===== src/rtl/mod3_word_assembler_pkg.sv =====
// Shared constants and types for the mod-3 word assembler.
// Holds the word width, the 2-bit remainder type and its legal values.
package mod3_pkg;

  localparam int WORD_W = 8;

  typedef logic [1:0] rem_t;

  localparam rem_t REM0 = 2'd0;
  localparam rem_t REM1 = 2'd1;
  localparam rem_t REM2 = 2'd2;

  // 2r mod 3 simply swaps remainders 1 and 2
  function automatic rem_t remDouble(input rem_t r);
    case (r)
      REM1:    remDouble = REM2;
      REM2:    remDouble = REM1;
      default: remDouble = REM0;
    endcase
  endfunction

endpackage


===== src/rtl/mod3_word_assembler_if.sv =====
// Serial-bit-in / word-out bus of the mod-3 word assembler.
// master = upstream/downstream environment, slave = the assembler itself.
// word_rem only exists when MOD3_TRACK_EN is defined.
interface mod3_word_assembler_if;
  import mod3_pkg::*;

  logic              bit_in;
  logic              bit_valid;
  logic              bit_ready;
  logic              sof;
  logic [WORD_W-1:0] word_out;
  logic              word_valid;
  logic              word_ready;
  logic [2:0]        bit_count;
`ifdef MOD3_TRACK_EN
  rem_t              word_rem;
`endif

`ifdef MOD3_TRACK_EN
  modport master (output bit_in, bit_valid, sof, word_ready,
                  input  bit_ready, word_out, word_valid, bit_count, word_rem);
  modport slave  (input  bit_in, bit_valid, sof, word_ready,
                  output bit_ready, word_out, word_valid, bit_count, word_rem);
`else
  modport master (output bit_in, bit_valid, sof, word_ready,
                  input  bit_ready, word_out, word_valid, bit_count);
  modport slave  (input  bit_in, bit_valid, sof, word_ready,
                  output bit_ready, word_out, word_valid, bit_count);
`endif

endinterface


===== src/rtl/mod3_word_assembler_step.sv =====
// One step of the running mod-3 remainder: next = (rem + bit*weight) mod 3.
// Callers fold any doubling of the old remainder into rem_i.
module mod3_step
  import mod3_pkg::*;
(
  input  rem_t       rem_i,
  input  logic       bit_i,
  input  logic [1:0] weight_i,
  output rem_t       rem_o
);

  logic [2:0] sum;

  // Sum is at most 2+2=4, so a single conditional subtract reduces it
  always_comb begin
    sum   = {1'b0, rem_i} + (bit_i ? {1'b0, weight_i} : 3'd0);
    rem_o = (sum >= 3'd3) ? rem_t'(sum - 3'd3) : rem_t'(sum);
  end

endmodule


===== src/rtl/mod3_word_assembler.sv =====
// Serial-to-parallel 8-bit word assembler with valid/ready on both sides.
// MSB_FIRST selects whether the first serial bit lands in bit 7 or bit 0.
// Optional feature macro MOD3_TRACK_EN adds a running mod-3 remainder
// presented on word_rem alongside each completed word.
module mod3_word_assembler
  import mod3_pkg::*;
#(
  parameter bit MSB_FIRST = 1'b1
) (
  input logic                 clk,
  input logic                 rst,
  mod3_word_assembler_if.slave bus
);

  logic [2:0]        bitCount_q, bitCount_d;
  logic [WORD_W-1:0] partial_q, partial_d;
  logic [WORD_W-1:0] wordOut_q, wordOut_d;
  logic              wordValid_q, wordValid_d;
  logic              accept;
  logic              loadWord;
  logic [2:0]        bitIdx;
  logic [2:0]        bitPos;
  logic [WORD_W-1:0] merged;

  // Only the last bit of a word can stall, and only behind an unconsumed word
  assign bus.bit_ready = !rst && !(bitCount_q == 3'd7 && wordValid_q && !bus.word_ready);
  assign accept        = bus.bit_valid && bus.bit_ready;
  assign bitIdx        = bus.sof ? 3'd0 : bitCount_q;
  assign bitPos        = MSB_FIRST ? (3'd7 - bitIdx) : bitIdx;
  assign loadWord      = accept && (bitIdx == 3'd7);

  assign bus.word_out   = wordOut_q;
  assign bus.word_valid = wordValid_q;
  assign bus.bit_count  = bitCount_q;

  // Next partial word, bit count and output register
  always_comb begin
    partial_d   = partial_q;
    bitCount_d  = bitCount_q;
    wordOut_d   = wordOut_q;
    wordValid_d = wordValid_q;
    merged      = bus.sof ? '0 : partial_q;
    merged[bitPos] = bus.bit_in;
    if (wordValid_q && bus.word_ready) begin
      wordValid_d = 1'b0;
    end
    if (loadWord) begin
      wordOut_d   = merged;
      wordValid_d = 1'b1;
      partial_d   = '0;
      bitCount_d  = 3'd0;
    end else if (accept) begin
      partial_d  = merged;
      bitCount_d = bitIdx + 3'd1;
    end
  end

  // State registers with synchronous reset
  always_ff @(posedge clk) begin
    if (rst) begin
      bitCount_q  <= 3'd0;
      partial_q   <= '0;
      wordOut_q   <= '0;
      wordValid_q <= 1'b0;
    end else begin
      bitCount_q  <= bitCount_d;
      partial_q   <= partial_d;
      wordOut_q   <= wordOut_d;
      wordValid_q <= wordValid_d;
    end
  end

`ifdef MOD3_TRACK_EN
  rem_t       rem_q, rem_d;
  rem_t       wordRem_q, wordRem_d;
  rem_t       remBase;
  rem_t       remIn;
  rem_t       remNext;
  logic [1:0] weight;

  // MSB-first doubles the old remainder; LSB-first weights odd positions by 2
  assign remBase = bus.sof ? REM0 : rem_q;
  assign remIn   = MSB_FIRST ? remDouble(remBase) : remBase;
  assign weight  = (MSB_FIRST || !bitIdx[0]) ? 2'd1 : 2'd2;

  mod3_step uStep (
    .rem_i    (remIn),
    .bit_i    (bus.bit_in),
    .weight_i (weight),
    .rem_o    (remNext)
  );

  assign bus.word_rem = wordRem_q;

  // Running remainder restarts at each word boundary; final value follows the word
  always_comb begin
    rem_d     = rem_q;
    wordRem_d = wordRem_q;
    if (loadWord) begin
      rem_d     = REM0;
      wordRem_d = remNext;
    end else if (accept) begin
      rem_d = remNext;
    end
  end

  // Remainder registers with synchronous reset
  always_ff @(posedge clk) begin
    if (rst) begin
      rem_q     <= REM0;
      wordRem_q <= REM0;
    end else begin
      rem_q     <= rem_d;
      wordRem_q <= wordRem_d;
    end
  end
`endif

endmodule


===== src/flat_wrapper.sv =====
// flat-port wrapper written by rule: the top's interface ports become plain ports
module mod3_word_assembler_flat import mod3_pkg::*;
#(
  parameter bit MSB_FIRST = 1'b1
)
  (clk, rst, bus_bit_in, bus_bit_valid, bus_sof, bus_word_ready, bus_bit_ready, bus_word_out, bus_word_valid, bus_bit_count);
  mod3_word_assembler_if bus_i ();
  input logic clk;
  input logic rst;
  input wire logic [$bits(bus_i.bit_in)-1:0] bus_bit_in;
  input wire logic [$bits(bus_i.bit_valid)-1:0] bus_bit_valid;
  input wire logic [$bits(bus_i.sof)-1:0] bus_sof;
  input wire logic [$bits(bus_i.word_ready)-1:0] bus_word_ready;
  output wire logic [$bits(bus_i.bit_ready)-1:0] bus_bit_ready;
  output wire logic [$bits(bus_i.word_out)-1:0] bus_word_out;
  output wire logic [$bits(bus_i.word_valid)-1:0] bus_word_valid;
  output wire logic [$bits(bus_i.bit_count)-1:0] bus_bit_count;
  assign bus_i.bit_in = bus_bit_in;
  assign bus_i.bit_valid = bus_bit_valid;
  assign bus_i.sof = bus_sof;
  assign bus_i.word_ready = bus_word_ready;
  assign bus_bit_ready = bus_i.bit_ready;
  assign bus_word_out = bus_i.word_out;
  assign bus_word_valid = bus_i.word_valid;
  assign bus_bit_count = bus_i.bit_count;
  mod3_word_assembler #(.MSB_FIRST(MSB_FIRST)) u_core (.clk(clk), .rst(rst), .bus(bus_i));
endmodule

===== config.mk =====
export PLATFORM = sky130hd
export DESIGN_NAME = mod3_word_assembler_flat
export DESIGN_NICKNAME = d
export VERILOG_FILES = /design/src/rtl/mod3_word_assembler_pkg.sv /design/src/rtl/mod3_word_assembler_if.sv /design/src/rtl/mod3_word_assembler_step.sv /design/src/rtl/mod3_word_assembler.sv /design/src/flat_wrapper.sv
export SDC_FILE = /design/constraint.sdc
export NUM_CORES = 1
export LEC_CHECK = 0
export ABC_AREA = 1
export CAP_MARGIN = 20
export CORE_UTILIZATION = 31
export CTS_CLUSTER_SIZE = 20
export DETAILED_ROUTE_END_ITERATION = 16
export PLACE_DENSITY = 0.57
export SETUP_SLACK_MARGIN = 0.05
export SLEW_MARGIN = 20
export SYNTH_ARGS = -nofsm -noshare
export SYNTH_HDL_FRONTEND = slang
export SYNTH_HIERARCHICAL = 1
export SYNTH_SLANG_ARGS = --single-unit

===== constraint.sdc =====
create_clock -name clk -period 5.2 [get_ports clk]
set_clock_uncertainty 0.1 [all_clocks]
set_input_delay 0.52 -clock clk [delete_from_list [all_inputs] [get_ports clk]]
set_output_delay 0.52 -clock clk [all_outputs]
set_load 0.05 [all_outputs]

After elaboration in Yosys (flattened, before gate mapping)
Cells that the tools add are included.
{"block": "totals", "register_bits": 20, "input_bits": 6, "output_inout_bits": 13}
{"block": "classes", "n_addsub": 2, "n_lt_le_gt_ge": 2, "eq_ne": 2, "n_mux": 7, "reduce_logical": 12}
{"op": "bitwise mux 8 bit", "n": 1}
{"op": "2-to-1 mux 8 bit", "n": 1}
{"op": "logical AND 1 bit", "n": 7}
{"op": "== test 3 bit (second input constant)", "n": 2}
{"op": "less-than comparator 3 x 4 -> 1 bit (second input constant)", "n": 1}
{"op": "adder 3 x 1 -> 3 bit (second input constant)", "n": 1}
{"op": "demux 1 bit (select 3 bit)", "n": 1}
{"op": "greater-or-equal comparator 3 x 1 -> 1 bit (second input constant)", "n": 1}
{"op": "logical NOT 1 bit", "n": 3}
{"op": "2-to-1 mux 1 bit", "n": 3}
{"op": "2-to-1 mux 3 bit", "n": 1}
{"op": "subtractor 3 bit (first input constant)", "n": 1}
{"op": "nonzero test 2 bit", "n": 1}
{"op": "OR reduction 2 bit", "n": 1}

Logic depth before layout (Yosys ltp)
Gate-level depths: netlist of the first run.
{"block": "depth", "word_depth": 8, "depth_mapped": 9, "depth_no_buf": 9}

Worst setup path after synthesis of the first run
Ideal clock, no wire load.
{"block": "synth_timing", "kind": "reg-to-reg", "start": "register u_core.bitCount_q[1], in the netlist u_core/bus.bit_count[1]", "end": "register u_core.wordOut_q[0], in the netlist u_core/bus.word_out[0]", "arrival_time_ns": 1.917, "path_slack_ns": 3.069, "path_stages_with_launch": 9, "path_cell_list": "dfxtp_1 -> inv_1 -> nor2_4 -> ha_1 -> ha_1 -> nand4_4 -> buf_6 -> o21bai_1 -> nor2_1"}
{"block": "synth_via", "elab_chain_len": 7}
{"item": "from (decl)", "line": "mod3_word_assembler.sv:15", "text": "logic [2:0] bitCount_q, bitCount_d;"}
{"item": "from (signal assigned)", "line": "mod3_word_assembler.sv:66", "text": "bitCount_q <= bitCount_d;"}
{"item": "2-to-1 mux 3 bit or == test 3 bit (tied branches)", "line": "mod3_word_assembler.sv:28, mod3_word_assembler.sv:26"}
{"item": "subtractor 3 bit or logical AND 1 bit (tied branches)", "line": "mod3_word_assembler.sv:29, mod3_word_assembler.sv:26"}
{"item": "less-than comparator 3 x 4 -> 1 bit (implied by the code), or another cell as far along", "line": "mod3_word_assembler.sv:43", "text": "merged[bitPos] = bus.bit_in;"}
{"item": "logical AND 1 bit (implied by the code) or logical NOT 1 bit (tied branches)", "line": "mod3_word_assembler.sv:43, mod3_word_assembler.sv:26"}
{"item": "2-to-1 mux 1 bit (implied by the code) or logical AND 1 bit (tied branches)", "line": "mod3_word_assembler.sv:43, mod3_word_assembler.sv:26"}
{"item": "demux 1 bit (select 3 bit) or logical AND 1 bit (tied branches)"}
{"item": "bitwise mux 8 bit or logical AND 1 bit (tied branches)", "line": "mod3_word_assembler.sv:43, mod3_word_assembler.sv:30"}
{"item": "to (signal assigned)", "line": "mod3_word_assembler.sv:68", "text": "wordOut_q <= wordOut_d;"}
{"item": "to (decl)", "line": "mod3_word_assembler.sv:17", "text": "logic [WORD_W-1:0] wordOut_q, wordOut_d;"}
Several ways; a longest one is shown, not always the timed one.
A chain may end at the register's enable or synchronous reset.

Final worst setup path of the first run
{"block": "layout_timing", "start": "input rst", "end": "output bus_bit_ready"}
{"block": "layout_via", "elab_chain_len": 2}
{"item": "from (decl)", "line": "flat_wrapper.sv:9", "text": "input logic rst;"}
{"item": "logical NOT 1 bit", "line": "mod3_word_assembler.sv:26", "text": "assign bus.bit_ready = !rst && !(bitCount_q == 3'd7 && wordValid_q && !bus.word_ready);"}
{"item": "logical AND 1 bit", "line": "mod3_word_assembler.sv:26"}
{"item": "to (decl)", "line": "flat_wrapper.sv:14", "text": "output wire logic [$bits(bus_i.bit_ready)-1:0] bus_bit_ready;"}
Every way passes these cells.

==> results of run 1 <==
-- where the power goes --
group	switching (uW)	internal [uW]
clock	53.0	67.5
sequential	1.82	154
combinational	19.2	10.3
total	74.0	232
-- synthesized netlist by cell type --
cell type	number
sky130_fd_sc_hd__nand4_1	3
sky130_fd_sc_hd__nor2_1	18
sky130_fd_sc_hd__nand3_1	9
sky130_fd_sc_hd__a21oi_1	9
sky130_fd_sc_hd__o21ai_1	1
sky130_fd_sc_hd__nor2_4	3
sky130_fd_sc_hd__nand3_4	2
sky130_fd_sc_hd__buf_2	1
sky130_fd_sc_hd__dfxtp_1	20
sky130_fd_sc_hd__ha_1	2
sky130_fd_sc_hd__nand2_2	2
sky130_fd_sc_hd__inv_2	5
sky130_fd_sc_hd__o21bai_1	8
sky130_fd_sc_hd__inv_1	32
sky130_fd_sc_hd__nand2_1	54
sky130_fd_sc_hd__buf_6	3
sky130_fd_sc_hd__o21ai_0	2
sky130_fd_sc_hd__nand4_4	1
sky130_fd_sc_hd__buf_1	1
sky130_fd_sc_hd__clkinv_2	1
-- flip-flops by register name, indices dropped and copies added (netlist names) --
name / flops
u_core/bus.word_out: 8
u_core/partial_q: 8
u_core/bus.bit_count: 3
u_core/bus.word_valid: 1
-- worst register-to-register path: stages, from the launching register on --
cell and delay, ps:
sky130_fd_sc_hd__dfxtp_1 520, sky130_fd_sc_hd__inv_2 140, sky130_fd_sc_hd__nor2_4 140, sky130_fd_sc_hd__ha_1 170, sky130_fd_sc_hd__ha_1 180, sky130_fd_sc_hd__nand4_4 260
sky130_fd_sc_hd__nand2_2 290, sky130_fd_sc_hd__inv_2 70, sky130_fd_sc_hd__nand2_1 70, sky130_fd_sc_hd__inv_1 30
-- layer usage --
layer / part of all wire (%) / vias up / routed length (um)
met5: 0 / - / 0
met3: 4.1 / 4 / 95
met1: 50 / 442 / 1160
met4: 2.1 / 0 / 49
met2: 44 / 19 / 1010
li1: - / 568 / -
-- path summary, 6_finish.rpt --
check                           cells past startpoint  slack (ps)                    start                       to
worst min register to register                      2         370      u_core/partial_q[1]      u_core/partial_q[1]
worst max register to register                      9        3130  u_core/bus.bit_count[0]  u_core/bus.bit_count[1]
worst max-delay path                                5        2360                      rst            bus_bit_ready
worst min-delay path                                2         370      u_core/partial_q[1]      u_core/partial_q[1]
-- placed cells by master, fill, tap and decap left out --
cell                              instances
sky130_fd_sc_hd__nand3_4                  2
sky130_fd_sc_hd__nand2_2                  2
sky130_fd_sc_hd__nand4_1                  3
sky130_fd_sc_hd__a21oi_1                  9
sky130_fd_sc_hd__nor2_1                  18
sky130_fd_sc_hd__ha_1                     2
sky130_fd_sc_hd__inv_1                   32
sky130_fd_sc_hd__nand3_1                  9
sky130_fd_sc_hd__nor2_4                   3
sky130_fd_sc_hd__nand2_1                 54
sky130_fd_sc_hd__nand4_4                  1
sky130_fd_sc_hd__o21ai_1                  1
sky130_fd_sc_hd__clkbuf_8                 4
sky130_fd_sc_hd__o21ai_0                  2
sky130_fd_sc_hd__dfxtp_1                 20
sky130_fd_sc_hd__clkdlybuf4s50_1         18
sky130_fd_sc_hd__clkinv_2                 1
sky130_fd_sc_hd__inv_2                    5
sky130_fd_sc_hd__o21bai_1                 8
-- layout make-up --
| type | instances | area, um^2 | area share, % |
|---|---|---|---|
| timing repair buffer | 18 | 180 | 12.7 |
| multi-input combinational | 114 | 582 | 41.0 |
| inverter | 38 | 144 | 10.1 |
| tap | 46 | 57.6 | 4.06 |
| sequential | 20 | 400 | 28.2 |
| clock buffer | 4 | 55.1 | 3.88 |
-- through the flow --
| step | cells | setup slack (ps) | util, % | hold slack (ps) |
|---|---|---|---|---|
| 3_3_place_gp | 236 | 2340 | 39.3 | 356 |
| 4_1_cts | 240 | 2340 | 40.9 | 371 |
| 2_1_floorplan | 177 | 3070 | - | 343 |
| 6_report | 240 | 2360 | 40.9 | 367 |
| 5_1_grt | 240 | 2270 | 40.9 | 382 |
| 3_5_place_dp | 236 | 2350 | 39.3 | 360 |
-- cells by family (layout without fill, tap and decap cells) --
kind of cell	after synthesis	in the layout	synth area share [%]
buf+inv	43	60	16.0
flops	20	20	34.3
compound gates	20	20	10.3
simple gates	92	92	37.4
fa+ha+maj	2	2	2.14
==> flow_summary.rst, run 1 <==
.. list-table::
   :header-rows: 1

   * - Metric
     - Value
   * - Max_cap viols
     - 0
   * - Share of the synthesized area in the top cell type
     - approximately a third
   * - Iteration-0 DRC Markers
     - 42
   * - Floorplan Core Area
     - ~3500 um^2
   * - Number of top-level design ports
     - 19
   * - Detailed-route wire length per cell
     - approximately 9.6 um
   * - Via count
     - about 1000
   * - CP top delay family
     - buffers and inverters
   * - Unrepaired setup endpoints after global routing
     - no
   * - Area grow syn2layout
     - 21.4%
   * - Vert. Die Dim
     - between 60 and 70 um
   * - Worst path arrival time
     - 2220 ps
   * - Total clock buffers created by CTS
     - 3
   * - Top area cells in the synthesized netlist
     - sky130_fd_sc_hd__dfxtp_1 34%, sky130_fd_sc_hd__nand2_1 17%, sky130_fd_sc_hd__inv_1 10%
   * - Number of nets still failing antenna checks after routing
     - 0
   * - Met1 routing resource usage after global routing
     - 17.2%
   * - Final Total Pwr
     - 306 uW
   * - Outcome
     - complete, no violations
   * - Post-detail-place hpwl
     - 1670 um
   * - Clock root buffer
     - sky130_fd_sc_hd__clkbuf_8
   * - Post-synth cell types
     - 20
   * - Layout Nets
     - approximately 200
   * - Final hold vios
     - 0
   * - Per-instance average area after synthesis
     - around 6.6 um^2
   * - IO Port Bufs
     - 18
   * - Register area share after synthesis
     - approximately 34%
   * - X dimension of the die
     - 63.4 um
   * - Antenna violations before repair
     - 0
   * - Path type of the worst setup path
     - in2out
   * - CTS HTree Levels
     - 1
   * - Worst slew pin tran
     - ~590 ps
   * - TritonCTS clock tree
     - yes
   * - Maximum number of pins on one net before global-route repair
     - 19
   * - Cells after Synth
     - around 180
   * - Crit path max fanout
     - 10
   * - Final TNS setup
     - 0 ps
   * - Post-DR vias/cell
     - 4.30
   * - Number of pins exceeding their max-slew limit in the final report
     - 0
   * - Relative slew slack
     - 60.2%
   * - Number of warnings printed during yosys synthesis
     - 6
   * - Cell area after technology mapping
     - roughly 1200 um^2
   * - Sum of buffers and inverters on the critical path
     - 4
   * - Clock input transition at the sequential cells of the worst setup and hold paths
     - around 70 ps
   * - Wire length of the first global-routing pass
     - ~4300 um
   * - Area leader, netlist
     - sky130_fd_sc_hd__dfxtp_1
   * - Critical Path, Cell by Cell
     - clkdlybuf4s50_1 > inv_2 > nand2_1 > inv_1 > clkdlybuf4s50_1
   * - Leakage power of the design
     - approximately 0.00059 uW
   * - Clock latency on the worst-skew pair
     - 260 ps
   * - Stage delay of the slowest cell on the critical path
     - 780 ps
   * - Fraction of layout cells with a size suffix above 1
     - a little under a tenth
   * - Timing-limited maximum frequency
     - between 300 and 400 MHz
   * - Number of buffers added for setup after CTS
     - 0
   * - Worst hold-check path type
     - reg2reg
   * - Max Buffers Root-to-Sink
     - 2
   * - Worst vdd rail ir drop
     - roughly 180 uV
   * - Total grt overflow
     - 0
   * - Initial Utilization
     - between 30 and 40%
   * - Final Instance Area
     - about 1400 um^2
   * - First drt pass iteration count
     - 4
   * - Final period util
     - a little over half
   * - Std cell rows
     - 21
   * - Antenna Diode Count
     - 0
   * - Capturing element type of the critical path
     - output port
   * - Final estimated routing congestion in global placement
     - 0.777
   * - Cell occurring most often along the worst timing path
     - sky130_fd_sc_hd__clkdlybuf4s50_1
   * - Endpoint required time on the critical path
     - ~4600 ps
   * - Most utilized layer in the global route result
     - met2
   * - Via count of the first global-routing pass
     - 993
   * - Final wirelength
     - ~2300 um
   * - Total nets after synthesis
     - 185
   * - Layout filler cell count
     - ~370
   * - Placement-stage cell area
     - 1360 um^2
   * - Fraction of met2 tracks used by global routing
     - 21.1%
   * - P per Cell Area
     - 216 nW/um^2
   * - # DRC
     - 0
   * - Final period demand of the worst path
     - roughly 2800 ps
   * - Total GRT Usage
     - a little over an eighth
   * - Die Outline Area
     - about 4000 um^2
   * - Total of flip-flops plus latches after synthesis
     - 20
   * - Post-CTS Resized
     - 0
   * - Max stage delay cell, worst path
     - sky130_fd_sc_hd__clkdlybuf4s50_1
   * - CP startpoint kind
     - primary input
   * - Met3 global-route usage
     - 3.26%
   * - Final setup violation count
     - 0
   * - Count of hold buffers inserted by post-cts repair
     - 0
   * - TritonCTS sink count
     - 20
Power figures use the tool's default switching activity.
==> run 2: changes to the inputs <==
- PLACE_DENSITY: 0.57 -> 0.59
- clock period: 5.2 -> 2.5 ns (I/O delays scaled with it)
==> flow_summary.rst, run 2 (synthesis gave the netlist of run 1 again) <==
.. list-table::
   :header-rows: 1

   * - Metric
     - Value
   * - Outcome
     - complete, no violations (unchanged)
   * - Clock latency on the worst-skew pair
     - 260 ps (about the same)
   * - Area grow syn2layout
     - 24.4% (was 21.4%)
   * - Vert. Die Dim
     - 63.4 um (unchanged)
   * - Capturing element type of the critical path
     - register (was output port)
   * - Depth of the worst register-to-register path
     - 9 (unchanged)
   * - Worst flop-to-flop path startpoint
     - u_core/bus.bit_count[1] (was u_core/bus.bit_count[0])
   * - Initial Utilization
     - 33.7% (unchanged)
   * - Worst reg2reg endpoint
     - u_core/bus.bit_count[2] (was u_core/bus.bit_count[1])
   * - Worst setup slack for register-to-register paths
     - 540 ps (was 3130 ps)
   * - Post-Layout Cell Count
     - 245 (was 240)
   * - Worst path arrival time
     - 2030 ps (was 2220 ps)
   * - Maximum number of pins on one net before global-route repair
     - 14 (was 19)
   * - Hold_sp
     - u_core/partial_q[1] (unchanged)
   * - Clock root buffer
     - sky130_fd_sc_hd__clkbuf_8 (unchanged)
   * - Final wirelength
     - 2380 um (was 2310 um)
   * - Post-CTS Resized
     - 0 (unchanged)
   * - Worst slew pin tran
     - 491 ps (was 595 ps)
   * - Floorplan Core Area
     - 3470 um^2 (unchanged)
   * - Placement-stage cell area
     - 1400 um^2 (was 1360 um^2)
   * - Final estimated routing congestion in global placement
     - 0.786 (was 0.777)
   * - Crit path max fanout
     - 10 (unchanged)
   * - Number of top-level design ports
     - 19 (unchanged)
   * - Multi-input gate area
     - 582 um^2 (unchanged)
   * - Placed instance count
     - 241 (was 236)
   * - CTS HTree Levels
     - 1 (unchanged)
   * - Commonest non-fill, non-tap cell in the layout
     - sky130_fd_sc_hd__nand2_1 (unchanged)
   * - Post-detail-place hpwl
     - 1770 um (was 1670 um)
   * - Post-DR vias/cell
     - 4.28 (was 4.30)
   * - Number of pins exceeding their max-slew limit in the final report
     - 0 (unchanged)
   * - Hold worst-path end
     - u_core/partial_q[1] (unchanged)
   * - Layout filler cell count
     - 384 (was 374)
   * - Path type of the worst setup path
     - reg2reg (was in2out)
   * - Std cell rows
     - 21 (unchanged)
   * - Die Outline Area
     - 4020 um^2 (unchanged)
   * - First drt pass iteration count
     - 6 (was 4)
   * - Leakage power of the design
     - 0.000616 uW (was 0.000591 uW)
   * - Worst vdd rail ir drop
     - 318 uV (was 180 uV)
   * - Antenna Diode Count
     - 0 (unchanged)
   * - Antenna violations before repair
     - 0 (unchanged)
   * - TritonCTS clock tree
     - yes (unchanged)
   * - X dimension of the die
     - 63.4 um (unchanged)
   * - Highest-count cells in the layout ignoring fill and taps
     - 54 x sky130_fd_sc_hd__nand2_1, 32 x sky130_fd_sc_hd__inv_1, 20 x sky130_fd_sc_hd__dfxtp_1 (unchanged)
   * - Via count
     - 1048 (was 1033)
   * - Timing-limited maximum frequency
     - ~510 MHz
   * - Critical Path, Cell by Cell
     - inv_1 > nor2_4 > ha_1 > ha_1 > nand4_4 > nand2_2 > inv_2 > nand2_1 > inv_1 (was clkdlybuf4s50_1 > inv_2 > nand2_1 > inv_1 > clkdlybuf4s50_1)
   * - Final period demand of the worst path
     - ~2000 ps
   * - Detailed-route wire length per cell
     - 9.71 um (was 9.63 um)
   * - Iteration-0 DRC Markers
     - 41 (was 42)
   * - P per Cell Area
     - 439 nW/um^2 (was 216 nW/um^2)
   * - Hold Path Depth
     - 2 (unchanged)
   * - # DRC
     - 0 (unchanged)
   * - Area of all sequential standard cells
     - 400 um^2 (unchanged)
   * - Via count of the first global-routing pass
     - 943 (was 993)
   * - Total clock buffers created by CTS
     - 3 (unchanged)
   * - Unrepaired setup endpoints after global routing
     - no (unchanged)
   * - Worst hold-check path type
     - reg2reg (unchanged)
   * - Layout Nets
     - 208 (was 203)
   * - Total GRT Usage
     - 13.5% (was 13.6%)
   * - CP startpoint kind
     - register (was primary input)
   * - End-of-flow core utilization
     - 41.9% (was 40.9%)
   * - Number of nets still failing antenna checks after routing
     - 0 (unchanged)
   * - Relative slew slack
     - 67.2% (was 60.2%)
   * - Count of hold buffers inserted by post-cts repair
     - 0 (unchanged)
   * - Wire length of the first global-routing pass
     - 4250 um (was 4260 um)
   * - Clock input transition at the sequential cells of the worst setup and hold paths
     - 80 ps (was 70 ps)
   * - IO Port Bufs
     - 18 (unchanged)
   * - Max stage delay cell, worst path
     - sky130_fd_sc_hd__dfxtp_1 (was sky130_fd_sc_hd__clkdlybuf4s50_1)
   * - Final TNS setup
     - 0 ps (unchanged)
   * - Max_cap viols
     - 0 (unchanged)
   * - TritonCTS sink count
     - 20 (unchanged)
   * - Number of buffers added for setup after CTS
     - 0 (unchanged)
   * - Total grt overflow
     - 0 (unchanged)
   * - Final period util
     - around four fifths
   * - Final setup violation count
     - 0 (unchanged)
   * - Endpoint required time on the critical path
     - 2570 ps (was 4580 ps)
   * - Final Instance Area
     - 1450 um^2 (was 1420 um^2)
   * - WHS
     - 368 ps (was 367 ps)
   * - Fraction of layout cells with a size suffix above 1
     - 12.1% (was 9.28%)
   * - Final hold vios
     - 0 (unchanged)
   * - Max Buffers Root-to-Sink
     - 2 (unchanged)
   * - Stage delay of the slowest cell on the critical path
     - 480 ps (was 780 ps)
## run 2: changes by cell type in the layout (fill, tap and decap cells not counted)
cell	delta
sky130_fd_sc_hd__buf_4	+6
sky130_fd_sc_hd__clkdlybuf4s50_1	-1
## run 2: routing by layer
layer  routed length, um  track usage [%]
met1                1200             17.9
met2                1010             21.0
met3                 137             3.26
met4                  29             5.11
met5                   0                0
## run 2: report_power, final
| group | switching, uW | internal (uW) | leakage [uW] | total (uW) |
|---|---|---|---|---|
| Sequential | 1.63 | 321 | 0.000161 | 322 |
| Clock | 108 | 140 | 0.0000288 | 249 |
| Combinational | 43.5 | 24.4 | 0.000426 | 67.9 |
## run 2: area by class of cell
class	count	area share (%)
inverters	38	9.90
repair buffers	23	14.8
well taps	46	3.96
clock buffers	4	3.79
multi-input cells	114	40.0
flip-flops and latches	20	27.5
## run 2: worst max-delay path: cells and delay by family, from the launching register on
| family | cells | cell delay [ps] |
|---|---|---|
| AND/OR/NAND/NOR | 4 | 650 |
| buffers and inverters | 3 | 290 |
| adder cells (fa/ha/maj) | 2 | 340 |
| flip-flops | 1 | 480 |
## run 2: per-stage QoR
stage | power (uW) | setup slack, ps
floorplan | 375 | 369
global placement | 398 | 300
detailed placement | 397 | 268
CTS | 654 | 508
global route | 672 | 361
finish | 639 | 542
## run 2: worst max path at each step
stage | start | endpoint | slack [ps] | cells past startpoint
after floorplan | u_core/bus.bit_count[1] | u_core/bus.word_out[0] | 370 | 8
after global placement | bus_sof | u_core/bus.bit_count[2] | 300 | 9
after detailed placement | bus_sof | u_core/bus.bit_count[2] | 270 | 9
after CTS | u_core/bus.bit_count[1] | u_core/bus.bit_count[2] | 510 | 9
after global routing | u_core/bus.bit_count[1] | u_core/bus.bit_count[0] | 360 | 9
final | u_core/bus.bit_count[1] | u_core/bus.bit_count[2] | 540 | 9
==> run 3: changes to the inputs <==
- clock period: 2.5 -> 1.6 ns (I/O delays scaled with it)
==> flow_summary.rst, run 3 (synthesis gave the netlist of run 1 again) <==
.. list-table::
   :header-rows: 1

   * - Metric
     - Value
   * - Outcome
     - complete, no violations (unchanged)
   * - Total clock buffers created by CTS
     - 3 (unchanged)
   * - Worst hold-check path type
     - reg2reg (unchanged)
   * - Placed instance count
     - 251 (was 241)
   * - Worst vdd rail ir drop
     - 399 uV (was 318 uV)
   * - Clock latency on the worst-skew pair
     - 260 ps (about the same)
   * - X dimension of the die
     - 63.4 um (unchanged)
   * - Final wirelength
     - 2650 um (was 2380 um)
   * - Vert. Die Dim
     - 63.4 um (unchanged)
   * - IO Port Bufs
     - 18 (unchanged)
   * - Maximum number of pins on one net before global-route repair
     - 12 (was 14)
   * - Path type of the worst setup path
     - reg2reg (unchanged)
   * - Commonest non-fill, non-tap cell in the layout
     - sky130_fd_sc_hd__nand2_1 (unchanged)
   * - Share of total power consumed by net switching
     - 25.8% (was 24.0%)
   * - Stage delay of the slowest cell on the critical path
     - 370 ps (was 480 ps)
   * - Cell occurring most often along the worst timing path
     - sky130_fd_sc_hd__ha_4
   * - Final period util
     - 92.9% (was 78.3%)
   * - Endpoint required time on the critical path
     - 1660 ps (was 2570 ps)
   * - Number of pins exceeding their max-slew limit in the final report
     - 0 (unchanged)
   * - Final hold vios
     - 0 (unchanged)
   * - Internal power contribution
     - 729 uW (was 485 uW)
   * - Die Outline Area
     - 4020 um^2 (unchanged)
   * - TritonCTS clock tree
     - yes (unchanged)
   * - Relative slew slack
     - 80.5% (was 67.2%)
   * - Max_cap viols
     - 0 (unchanged)
   * - P per Cell Area
     - 599 nW/um^2 (was 439 nW/um^2)
   * - CP startpoint kind
     - register (unchanged)
   * - Total GRT Usage
     - 14.4% (was 13.5%)
   * - Floorplan Core Area
     - 3470 um^2 (unchanged)
   * - Final Instance Area
     - 1640 um^2 (was 1450 um^2)
   * - Worst path arrival time
     - 1550 ps (was 2030 ps)
   * - Post-detail-place hpwl
     - 1920 um (was 1770 um)
   * - Wire length of the first global-routing pass
     - 4540 um (was 4250 um)
   * - Sum of buffers and inverters on the critical path
     - 2 (was 3)
   * - Layout filler cell count
     - 378 (was 384)
   * - Total grt overflow
     - 0 (unchanged)
   * - First drt pass iteration count
     - 4 (was 6)
   * - Layout Nets
     - 224 (was 208)
   * - Fraction of layout cells with a size suffix above 1
     - 27.4% (was 12.1%)
   * - Area grow syn2layout
     - 40.5% (was 24.4%)
   * - Highest-count cells in the layout ignoring fill and taps
     - 54 x sky130_fd_sc_hd__nand2_1, 30 x sky130_fd_sc_hd__inv_1, 27 x sky130_fd_sc_hd__buf_4 (was 54 x sky130_fd_sc_hd__nand2_1, 32 x sky130_fd_sc_hd__inv_1, 20 x sky130_fd_sc_hd__dfxtp_1)
   * - Std cell rows
     - 21 (unchanged)
   * - Leakage power of the design
     - 0.000748 uW (was 0.000616 uW)
   * - Final period demand of the worst path
     - 1490 ps (was 1960 ps)
   * - Final estimated routing congestion in global placement
     - 0.850 (was 0.786)
   * - Clock root buffer
     - sky130_fd_sc_hd__clkbuf_8 (unchanged)
   * - End-of-flow core utilization
     - 47.3% (was 41.9%)
   * - Number of nets still failing antenna checks after routing
     - 0 (unchanged)
   * - Number of top-level design ports
     - 19 (unchanged)
   * - Iteration-0 DRC Markers
     - 30 (was 41)
   * - Max Buffers Root-to-Sink
     - 2 (unchanged)
   * - Portion of total power attributed to sequential cells
     - 50.9% (was 50.4%)
   * - Detailed-route wire length per cell
     - 10.1 um (was 9.71 um)
   * - Antenna Diode Count
     - 0 (unchanged)
   * - Placement-stage cell area
     - 1510 um^2 (was 1400 um^2)
   * - CTS HTree Levels
     - 1 (unchanged)
   * - Capturing element type of the critical path
     - register (unchanged)
   * - Timing-limited maximum frequency
     - 673 MHz (was 511 MHz)
   * - Clock input transition at the sequential cells of the worst setup and hold paths
     - 80 ps (about the same)
   * - Critical Path, Cell by Cell
     - inv_4 > nor2_4 > ha_4 > ha_4 > nand4_4 > buf_12 > o21bai_1 > nor2_1 (was inv_1 > nor2_4 > ha_1 > ha_1 > nand4_4 > nand2_2 > inv_2 > nand2_1 > inv_1)
   * - Worst slew pin tran
     - 291 ps (was 491 ps)
   * - Power share of the clock group
     - 35.1% (was 38.9%)
   * - Count of hold buffers inserted by post-cts repair
     - 0 (unchanged)
   * - Comb power frac
     - 14.0% (was 10.6%)
   * - TritonCTS sink count
     - 20 (unchanged)
   * - CP top delay family
     - flip-flops (was simple AND/OR/NAND/NOR gates)
   * - Initial Utilization
     - 33.7% (unchanged)
   * - Via count
     - 1132 (was 1048)
   * - Final setup violation count
     - 0 (unchanged)
   * - Switching power
     - 254 uW (was 154 uW)
   * - Antenna violations before repair
     - 0 (unchanged)
   * - Post-DR vias/cell
     - 4.34 (was 4.28)
   * - Post-Layout Cell Count
     - 261 (was 245)
   * - Max stage delay cell, worst path
     - sky130_fd_sc_hd__dfxtp_4 (was sky130_fd_sc_hd__dfxtp_1)
   * - Unrepaired setup endpoints after global routing
     - yes (was no)
   * - Crit path max fanout
     - 9 (was 10)
   * - # DRC
     - 0 (unchanged)
   * - Via count of the first global-routing pass
     - 1043 (was 943)
## run 3: changes by cell type in the layout (fill, tap and decap cells not counted), moves of 3 or more
cell                              change
sky130_fd_sc_hd__buf_4               +21
sky130_fd_sc_hd__clkdlybuf4s50_1     -13
sky130_fd_sc_hd__inv_4                +3
sky130_fd_sc_hd__buf_12               +3
sky130_fd_sc_hd__dfxtp_4              +3
sky130_fd_sc_hd__dfxtp_1              -3
sky130_fd_sc_hd__buf_6                +4
## run 3: area by class of cell
type / instances / area (um^2) / area share [%]
Multi-Input combinational cell: 114 / 619 / 37.7
Sequential cell: 20 / 412 / 25.1
Timing Repair Buffer: 39 / 357 / 21.7
Inverter: 38 / 151 / 9.22
Tap cell: 46 / 57.6 / 3.51
Clock buffer: 3 / 41.3 / 2.52
Clock inverter: 1 / 3.75 / 0.229
## run 3: tightest hold or removal path, stage by stage, from the launching register on
cell and delay (ps):
sky130_fd_sc_hd__dfxtp_1 310, sky130_fd_sc_hd__nand2_1 60, sky130_fd_sc_hd__a21oi_1 50
## run 3: per-layer routing
| metal | GRT usage, % | share of wire (%) |
|---|---|---|
| met4 | 4.26 | 0.68 |
| met1 | 17.1 | 46 |
| met3 | 3.80 | 3.6 |
| met5 | 0 | 0 |
| met2 | 25.3 | 50 |
## run 3: power by group through the flow
stage,Clock (uW),Sequential (uW),Combinational [uW]
final,345,500,138
after global routing,378,501,150
after CTS,360,500,126
after detailed placement,0,512,125
after global placement,0,512,125
after floorplan,0,522,62.9
## run 3: path summary, 6_finish.rpt
check | from | to | slack, ps | cells after the start
worst min-delay path | u_core/partial_q[1] | u_core/partial_q[1] | 360 | 2
worst min register to register | u_core/partial_q[1] | u_core/partial_q[1] | 360 | 2
worst max-delay path | u_core/bus.bit_count[0] | u_core/bus.word_out[5] | 110 | 8
worst max register to register | u_core/bus.bit_count[0] | u_core/bus.word_out[5] | 110 | 8
## run 3: repair_timing
item                       4_1_cts  5_1_grt
resized for setup                3        8
pin swaps                        0        2
setup endpoints to repair       21       20
setup buffers                    1        5
## run 3: per-stage QoR
| step | hold slack, ps | setup WS, ps | setup TNS (ps) | total power, uW |
|---|---|---|---|---|
| 6_report | 364 | 114 | 0 | 983 |
| 5_1_grt | 384 | 22.3 | 0 | 1030 |
| 4_1_cts | 366 | 54.9 | 0 | 986 |
| 3_5_place_dp | 354 | -352 | -5800 | 637 |
| 3_3_place_gp | 354 | -321 | -5150 | 637 |
| 2_1_floorplan | 267 | -57.4 | -565 | 585 |
